==> config.mk <==
export PLATFORM = sky130hd
export DESIGN_NAME = srt_r4_div_ctrl
export DESIGN_NICKNAME = d
export VERILOG_FILES = /design/src/rtl/srt_r4_div_ctrl.sv
export SDC_FILE = /design/constraint.sdc
export NUM_CORES = 1
export LEC_CHECK = 0
export ABC_AREA = 1
export BUFFER_PORTS_ARGS = -buffer_cell sky130_fd_sc_hd__buf_2
export CAP_MARGIN = 40
export CORE_MARGIN = 1
export CORE_UTILIZATION = 40
export DETAILED_ROUTE_END_ITERATION = 12
export SYNTH_ARGS = -nofsm -noshare
export SYNTH_HDL_FRONTEND = slang
export SYNTH_SLANG_ARGS = --single-unit
export TNS_END_PERCENT = 30
==> constraint.sdc <==
create_clock -name clk -period 5.2 [get_ports clk]
set_clock_uncertainty 0.1 [all_clocks]
set_input_delay 0.78 -clock clk [delete_from_list [all_inputs] [get_ports clk]]
set_output_delay 0.78 -clock clk [all_outputs]
set_load 0.1 [all_outputs]
==> src/rtl/srt_r4_div_ctrl.sv <==
// Radix-4 SRT unsigned divider controller: exact digit selection over {-2..2},
// partial-remainder recurrence, on-the-fly quotient and final sign correction.
module srt_r4_div_ctrl #(
   parameter int WIDTH = 8
) (
   input  logic                    clk,
   input  logic                    rst_n,
   input  logic                    start,
   input  logic [WIDTH-1:0]        dividend,
   input  logic [WIDTH-1:0]        divisor,
   output logic                    busy,
   output logic                    done,
   output logic [WIDTH-1:0]        quotient,
   output logic [WIDTH-1:0]        remainder,
   output logic                    div_by_zero,
   output logic signed [2:0]       q_digit
);
   localparam int ITERS = WIDTH/2 + 1;
   localparam int REM_W = 2*WIDTH + 5;
   localparam int CMP_W = REM_W + 4;
   localparam int Q_W   = WIDTH + 3;
   localparam int CNT_W = $clog2(ITERS);

   typedef enum logic [1:0] {
      S_IDLE = 2'd0,
      S_ITER = 2'd1,
      S_CORR = 2'd2,
      S_DONE = 2'd3
   } state_t;

   // Exact selection: 3w is compared against D and 4D, so no truncated estimate is needed.
   function automatic logic signed [2:0] sel_digit(
      input logic signed [CMP_W-1:0] w3,
      input logic signed [CMP_W-1:0] d1,
      input logic signed [CMP_W-1:0] d4
   );
      if (w3 >= d4)       sel_digit = 3'sb010;
      else if (w3 >= d1)  sel_digit = 3'sb001;
      else if (w3 > -d1)  sel_digit = 3'sb000;
      else if (w3 > -d4)  sel_digit = 3'sb111;
      else                sel_digit = 3'sb110;
   endfunction

   function automatic logic signed [CMP_W-1:0] digit_mult(
      input logic signed [2:0]       q,
      input logic signed [CMP_W-1:0] d1
   );
      case (q)
         3'sb010: digit_mult = d1 <<< 1;
         3'sb001: digit_mult = d1;
         3'sb111: digit_mult = -d1;
         3'sb110: digit_mult = -(d1 <<< 1);
         default: digit_mult = '0;
      endcase
   endfunction

   state_t                   state_q, state_d;
   logic signed [REM_W-1:0]  rem_q, rem_d;
   logic signed [REM_W-1:0]  dvs_q, dvs_d;
   logic signed [Q_W-1:0]    qacc_q, qacc_d;
   logic [CNT_W-1:0]         cnt_q, cnt_d;
   logic [WIDTH-1:0]         quotient_q, quotient_d;
   logic [WIDTH-1:0]         remainder_q, remainder_d;
   logic                     dbz_q, dbz_d;
   logic                     busy_q, busy_d;
   logic                     done_q, done_d;

   logic signed [CMP_W-1:0]  w_ext;
   logic signed [CMP_W-1:0]  w3_ext;
   logic signed [CMP_W-1:0]  d1_ext;
   logic signed [CMP_W-1:0]  d4_ext;
   logic signed [2:0]        q_sel;
   logic signed [REM_W-1:0]  rs;
   logic signed [REM_W-1:0]  d_small;

   always_comb begin
      w_ext   = {{(CMP_W-REM_W){rem_q[REM_W-1]}}, rem_q} <<< 2;
      w3_ext  = w_ext + (w_ext <<< 1);
      d1_ext  = {{(CMP_W-REM_W){1'b0}}, dvs_q};
      d4_ext  = d1_ext <<< 2;
      q_sel   = sel_digit(w3_ext, d1_ext, d4_ext);
      rs      = rem_q >>> (WIDTH+2);
      d_small = dvs_q >>> (WIDTH+2);
      q_digit = (state_q == S_ITER) ? q_sel : 3'sb000;
   end

   always_comb begin
      state_d     = state_q;
      rem_d       = rem_q;
      dvs_d       = dvs_q;
      qacc_d      = qacc_q;
      cnt_d       = cnt_q;
      quotient_d  = quotient_q;
      remainder_d = remainder_q;
      dbz_d       = dbz_q;
      case (state_q)
         S_IDLE: begin
            if (start) begin
               if (divisor == '0) begin
                  quotient_d  = '1;
                  remainder_d = dividend;
                  dbz_d       = 1'b1;
                  state_d     = S_DONE;
               end else begin
                  dvs_d   = {{(REM_W-2*WIDTH-2){1'b0}}, divisor, {(WIDTH+2){1'b0}}};
                  rem_d   = {{(REM_W-WIDTH){1'b0}}, dividend};
                  qacc_d  = '0;
                  cnt_d   = '0;
                  state_d = S_ITER;
               end
            end
         end
         S_ITER: begin
            rem_d  = REM_W'(w_ext - digit_mult(q_sel, d1_ext));
            qacc_d = (qacc_q <<< 2) + Q_W'(q_sel);
            cnt_d  = cnt_q + CNT_W'(1);
            if (cnt_q == CNT_W'(ITERS-1)) state_d = S_CORR;
         end
         S_CORR: begin
            // Negative final remainder means the redundant quotient overshot by one.
            if (rs < 0) begin
               quotient_d  = WIDTH'(qacc_q - Q_W'(1));
               remainder_d = WIDTH'(rs + d_small);
            end else begin
               quotient_d  = WIDTH'(qacc_q);
               remainder_d = WIDTH'(rs);
            end
            dbz_d   = 1'b0;
            state_d = S_DONE;
         end
         S_DONE:  state_d = S_IDLE;
         default: state_d = S_IDLE;
      endcase
      busy_d = (state_d != S_IDLE);
      done_d = (state_d == S_DONE);
   end

   always_ff @(posedge clk) begin
      if (!rst_n) begin
         state_q     <= S_IDLE;
         rem_q       <= '0;
         dvs_q       <= '0;
         qacc_q      <= '0;
         cnt_q       <= '0;
         quotient_q  <= '0;
         remainder_q <= '0;
         dbz_q       <= 1'b0;
         busy_q      <= 1'b0;
         done_q      <= 1'b0;
      end else begin
         state_q     <= state_d;
         rem_q       <= rem_d;
         dvs_q       <= dvs_d;
         qacc_q      <= qacc_d;
         cnt_q       <= cnt_d;
         quotient_q  <= quotient_d;
         remainder_q <= remainder_d;
         dbz_q       <= dbz_d;
         busy_q      <= busy_d;
         done_q      <= done_d;
      end
   end

   assign busy        = busy_q;
   assign done        = done_q;
   assign quotient    = quotient_q;
   assign remainder   = remainder_q;
   assign div_by_zero = dbz_q;

endmodule

# Word-level counts from Yosys, hierarchy flattened
# Index checks and enable logic that the tools add are counted.
# Widths: inputs -> output; s select.
dict set report op_classes {
  div_mod_pow 0
  eq_ne 12
  n_lt_le_gt_ge 5
  muxes 31
  shift 0
  bitwise_logic 1
  n_reduce_logical 8
  n_mul 0
  n_addsub 9
}
# op n
set op_table {}
lappend op_table {{$pmux 21 s4} 1}
lappend op_table {{$mux 8} 8}
lappend op_table {{$mux 21} 3}
lappend op_table {{$gt 25x25->1} 2}
lappend op_table {{$pmux 8 s2} 3}
lappend op_table {{$pmux 21 s2} 1}
lappend op_table {{$add 23x24->25} 1}
lappend op_table {{$ge 25x19->1} 1}
lappend op_table {{$ge 25x21->1} 1}
lappend op_table {{$neg 18->25} 1}
lappend op_table {{$neg 20->25} 1}
lappend op_table {{$neg 19->21} 1}
lappend op_table {{$sub 21x21->21} 1}
lappend op_table {{$mux 3} 6}
lappend op_table {{$lt 11x1->1 const B} 1}
lappend op_table {{$eq 3x3->1 const B} 3}
lappend op_table {{$reduce_and 3->1} 3}
lappend op_table {{$add 8x3->8} 1}
lappend op_table {{$add 8x8->8} 1}
lappend op_table {{$logic_not 8->1} 1}
lappend op_table {{$pmux 2 s4} 1}
lappend op_table {{$sub 8x2->8 const B} 1}
lappend op_table {{$eq 2x2->1 const B} 3}
lappend op_table {{$mux 2} 3}
lappend op_table {{11 further kinds} 17}
dict set report totals {
  ramBits 0
  rom_bits 0
  n_memories 0
  in_bits 19
  output_inout_bits 22
  regBits 61
  latchBits 0
  word_cells 76
}

# Depth between registers and ports, before layout
dict set report depth {
  depth_word 11
  depth_mapped 46
  depth_no_buf 46
}

# Least setup slack after synthesis
# Ideal clock, no wire load.
dict set report synth_timing {
  kind {register to output}
  from {register rem_q[1]}
  to {output port q_digit[2]}
  n_path_buf 0
  required_ns 4.320
  setup_slack_ns -0.098
  stages_incl_launch_ff 28
  t_arrival_ns 4.418
  path_cell_list {dfxtp_1 > ha_1 > inv_1 > fa_1 > inv_1 > nand3_1 > nand3_2 > nand2_1 > nand2_2 > nand2_1 > nand2_2 > nand2_1 > nand2_1 > xor2_1 > ha_1 > nand2_1 > nor2_1 > a211oi_1 > o21ai_0 > nand4_1 > nand2_1 > nand2_1 > nand2_1 > nand2_1 > nand3_4 > nor2_8 > inv_2 > nor2_1}
}
dict set report synth_between {
  elab_chain_cells 6
  word_cells_on_any_way 8
  classes_between {1 x add/sub; 3 x order compare; 4 x mux}
}
# item line_no
set synth_rtl {}
lappend synth_rtl {{start: declaration} 58} ;# logic signed [REM_W-1:0] rem_q, rem_d;
lappend synth_rtl {{start signal: assignment} 152} ;# rem_q <= rem_d;
lappend synth_rtl {{$add 23x24->25 *} 78} ;# w3_ext = w_ext + (w_ext <<< 1);
lappend synth_rtl {{$gt 25x25->1} 39} ;# else if (w3 > -d1) sel_digit = 3'sb000;
lappend synth_rtl {{$mux 3} 39}
lappend synth_rtl {{$mux 3} 38} ;# else if (w3 >= d1) sel_digit = 3'sb001;
lappend synth_rtl {{$mux 3 *} 37} ;# if (w3 >= d4) sel_digit = 3'sb010;
lappend synth_rtl {{$mux 3 *} 84} ;# q_digit = (state_q == S_ITER) ? q_sel : 3'sb000;
lappend synth_rtl {{end: declaration} 16} ;# output logic signed [2:0] q_digit
# Mark *: on every way between the ends. The rest lies on a longest branch, timed or not.

# Worst setup path in the final report
dict set report layout_timing {
  from {register rem_q[4]}
  to {register rem_q[18]}
}
dict set report layout_between {
  elab_chain_cells 11
  word_cells_on_any_way 17
  classes_between {2 x add/sub; 4 x order compare; 4 x eq/ne; 7 x mux}
}
# item line_no
set layout_rtl {}
lappend layout_rtl {{$add 23x24->25} 78}
lappend layout_rtl {{$gt 25x25->1} 40} ;# else if (w3 > -d4) sel_digit = 3'sb111;
lappend layout_rtl {{$mux 1} 40}
lappend layout_rtl {{$mux 3} 39}
lappend layout_rtl {{$mux 3} 38}
lappend layout_rtl {{$mux 3} 37}
lappend layout_rtl {{$eq 3x3->1, or another cell as far along} 48} ;# case (q)
lappend layout_rtl {{$pmux 21 s4} 48}
lappend layout_rtl {{$mux 21} 96} ;# case (state_q)
lappend layout_rtl {{$sub 21x21->21 *} 114} ;# rem_d = REM_W'(w_ext - digit_mult(q_sel, d1_ext));
lappend layout_rtl {{$pmux 21 s2 *} 96}
# Mark *: on every way between the ends. The rest lies on a longest branch, timed or not. The select of a mux whose other input is x is not followed.
# A chain may end at the register's enable or synchronous reset.

==> impl_metrics.env <==
export IMPL_worstPathArrival_ns=5.46
export IMPL_dieArea_sq_um=16110
export IMPL_first_pass_iters=5
export IMPL_drt_iter0_markers=454
export IMPL_slew_viol_final=0
export IMPL_synthFlopType="dfxtp_1"
export IMPL_final_common_cell="nand2_1"
export IMPL_vdd_ir_drop_max_mv=0.4018
export IMPL_timing_final_crit_share_pct=101.9
export IMPL_grt_overflow=0
export IMPL_violations="negative setup slack"
export IMPL_tns_ns=-0.2170
export IMPL_ys_types=51
export IMPL_cts_sinks=61
export IMPL_synth_area_sq_um=6241
export IMPL_crit_fanout=5
export IMPL_port_buffer_count=40
export IMPL_ys_seq_elements=61
export IMPL_fin_ws_ns=-0.09982
export IMPL_drive_above_1_share_pct=36.80
export IMPL_seq_area_sq_um=1242
export IMPL_num_rows=45
export IMPL_grt_pass1_wl_um=32160
export IMPL_fin_crit_ns=5.300
export IMPL_ios=41
export IMPL_drc=0
export IMPL_cts_root_buf="clkbuf_16"
export IMPL_ys_seq_area_share_pct=19.57
export IMPL_cpMaxStageDelayCell="dfxtp_2"
export IMPL_multiInputGateArea_sq_um=5328
export IMPL_grt_max_degree=32
export IMPL_fin_nets=1220
export IMPL_syn_to_final_growth_pct=44.93
export IMPL_slowest_delay_ns=0.33
export IMPL_wl_per_cell_um=16.14
export IMPL_crit_path_start_kind="flip-flop"
export IMPL_place_inst=1248
export IMPL_cts_hold_buf=0
export IMPL_htreeDepth=3
export IMPL_syn_nets=1039
export IMPL_layout_common_cells="nand2_1, buf_4, inv_1"
export IMPL_leakage_uw=0.004399
export IMPL_syn_area_per_cell_sq_um=6.784
export IMPL_gp_congestion=0.9290
export IMPL_die_h_um=126.9
export IMPL_worstPathRequired_ns=5.36
export IMPL_rsz0062_at_grt="yes"
export IMPL_path_class="reg2reg"
export IMPL_ys_warn_count=0
export IMPL_fmax_mhz=188.7
export IMPL_cap_violations=0
export IMPL_status="finished with violations"
export IMPL_fill_cells=1355
export IMPL_viasPerCell=5.298
export IMPL_slew_headroom_pct=58.41
export IMPL_antenna_found_initial=0
export IMPL_cts_buffers=9
export IMPL_synth_edf_count=0
export IMPL_utilization_pct=59.50
export IMPL_grt_pass1_vias=6613
export IMPL_finalWirelength_um=20880
export IMPL_min_path_cells=2
export IMPL_cts_max_path_buffers=2
export IMPL_cts_tree="built"
export IMPL_ant_nets=0
export IMPL_reg2reg_depth=44
export IMPL_die_w_um=126.9
export IMPL_hold_viol=0
export IMPL_clk_pin_slew_worst_paths_ns=0.06
export IMPL_grtUsageTotal_pct=25.22
export IMPL_end_kind="flip-flop"
export IMPL_coreArea_sq_um=15200
export IMPL_power_density_nw_per_um2=632.2
export IMPL_start_util_pct=41.05
export IMPL_async_reset_ff_share_pct=0
export IMPL_fin_cells=1294
export IMPL_diodes=0
export IMPL_fin_hold_ws_ns=0.3622
export IMPL_hpwl_um=15290
export IMPL_holdCritPathClass="reg2reg"
export IMPL_clock_latency_ns=0.33
export IMPL_dr_total_vias=6856
export IMPL_worst_pin_slew_ns=0.6218
export IMPL_post_synth_inst_count=920
export IMPL_setup_violations=3
export IMPL_cp_common_cell="nand2_1"
-- kinds of logic (layout without fill, tap and decap cells) --
group | after synthesis | count (layout) | share of synthesized area [%]
buf+inv | 146 | 332 | 8.941
xor+xnor | 28 | 28 | 4.170
fa+ha+maj | 100 | 100 | 20.41
compound gates | 235 | 235 | 20.89
simple gates | 350 | 350 | 26.02
flops | 61 | 61 | 19.57
-- final cells by class --
cell class / count / area share (%)
clock buffer: 13 / 3.099
sequential: 61 / 13.74
clock inverter: 3 / 0.7193
tap: 188 / 2.601
timing repair buffer: 189 / 15.49
multi-input combinational: 713 / 58.90
inverter: 127 / 5.450
-- synth_stat cells (3+ instances only) --
library cell | number | share of area (%)
nor2_1 | 71 | 4.3
a21o_1 | 3 | 0.36
fa_1 | 3 | 0.96
clkbuf_1 | 16 | 0.96
xor2_1 | 19 | 2.7
nor4_1 | 4 | 0.40
ha_1 | 97 | 19
a21oi_2 | 3 | 0.42
inv_1 | 117 | 7.0
dfxtp_1 | 61 | 20
a31oi_1 | 12 | 1.2
nand3_2 | 11 | 1.8
inv_2 | 6 | 0.36
o21ai_0 | 67 | 5.4
nand4_1 | 16 | 1.6
nor3_1 | 12 | 0.96
nand3_1 | 31 | 2.5
o211ai_1 | 8 | 0.96
nand2_2 | 18 | 1.8
o22ai_1 | 13 | 1.3
a21oi_1 | 108 | 8.7
clkinv_1 | 3 | 0.18
xnor2_1 | 7 | 0.98
or2_2 | 3 | 0.30
nand2_1 | 169 | 10
nor2_2 | 4 | 0.40
a211oi_1 | 3 | 0.36
o21bai_1 | 6 | 0.72
-- stage by stage --
stage / total power, uW / setup WS (ns) / instance area [sq um]
after floorplan: 2585 / -0.04439 / 6243
after global placement: 3777 / -0.3071 / 7541
after detailed placement: 3787 / -0.3814 / 7541
after CTS: 4777 / -0.009547 / 8289
after global routing: 6145 / -0.4321 / 9045
final: 5718 / -0.09982 / 9045
-- registers in the layout, indices dropped and copies added, names as in the netlist --
signal,cells
rem_q,21
dvs_q,8
qacc_q,8
quotient,8
remainder,8
cnt_q,3
state_q,2
busy,1
div_by_zero,1
done,1
-- what timing repair did --
action                     in CTS  in global routing
setup endpoints to repair      10                 11
resized for setup              70                126
setup buffers                  11                 20
pin swaps                      16                 76
-- metal layers --
layer  vias up  share of wire, %  track usage [%]
li1       3476                 -                -
met1      3141                46            33.38
met2       191                47            41.69
met3        48               3.7            2.826
met4         0               3.2            10.29
met5         -                 0                0
-- worst paths after layout --
path	startpoint	slack, ns	endpoint
max	rem_q[4]$_SDFFE_PN0P_	-0.1	rem_q[18]$_SDFFE_PN0P_
max reg2reg	rem_q[4]$_SDFFE_PN0P_	-0.1	rem_q[18]$_SDFFE_PN0P_
min	div_by_zero$_SDFFE_PN0P_	0.36	div_by_zero$_SDFFE_PN0P_
min reg2reg	div_by_zero$_SDFFE_PN0P_	0.36	div_by_zero$_SDFFE_PN0P_
-- where the power goes --
part | total [uW] | switching, uW | leakage [uW] | internal, uW
sequential | 592 | 71.2 | 0.000503 | 520
clock | 685 | 215 | 0.000172 | 471
combinational | 4440 | 2360 | 0.00372 | 2090
total | 5720 | 2640 | 0.00440 | 3080
-- worst max-delay path, delay by kind of cell (launching register included) --
| kind | cells | cell delay [ns] |
|---|---|---|
| buffers and inverters | 9 | 0.98 |
| adder cells (fa/ha/maj) | 3 | 0.75 |
| AND/OR/NAND/NOR | 22 | 1.80 |
| XOR/XNOR | 1 | 0.09 |
| flip-flops | 1 | 0.33 |
| AO/OA/AOI/OAI | 9 | 1.16 |
Note: power is estimated with default switching activity, not from simulation.
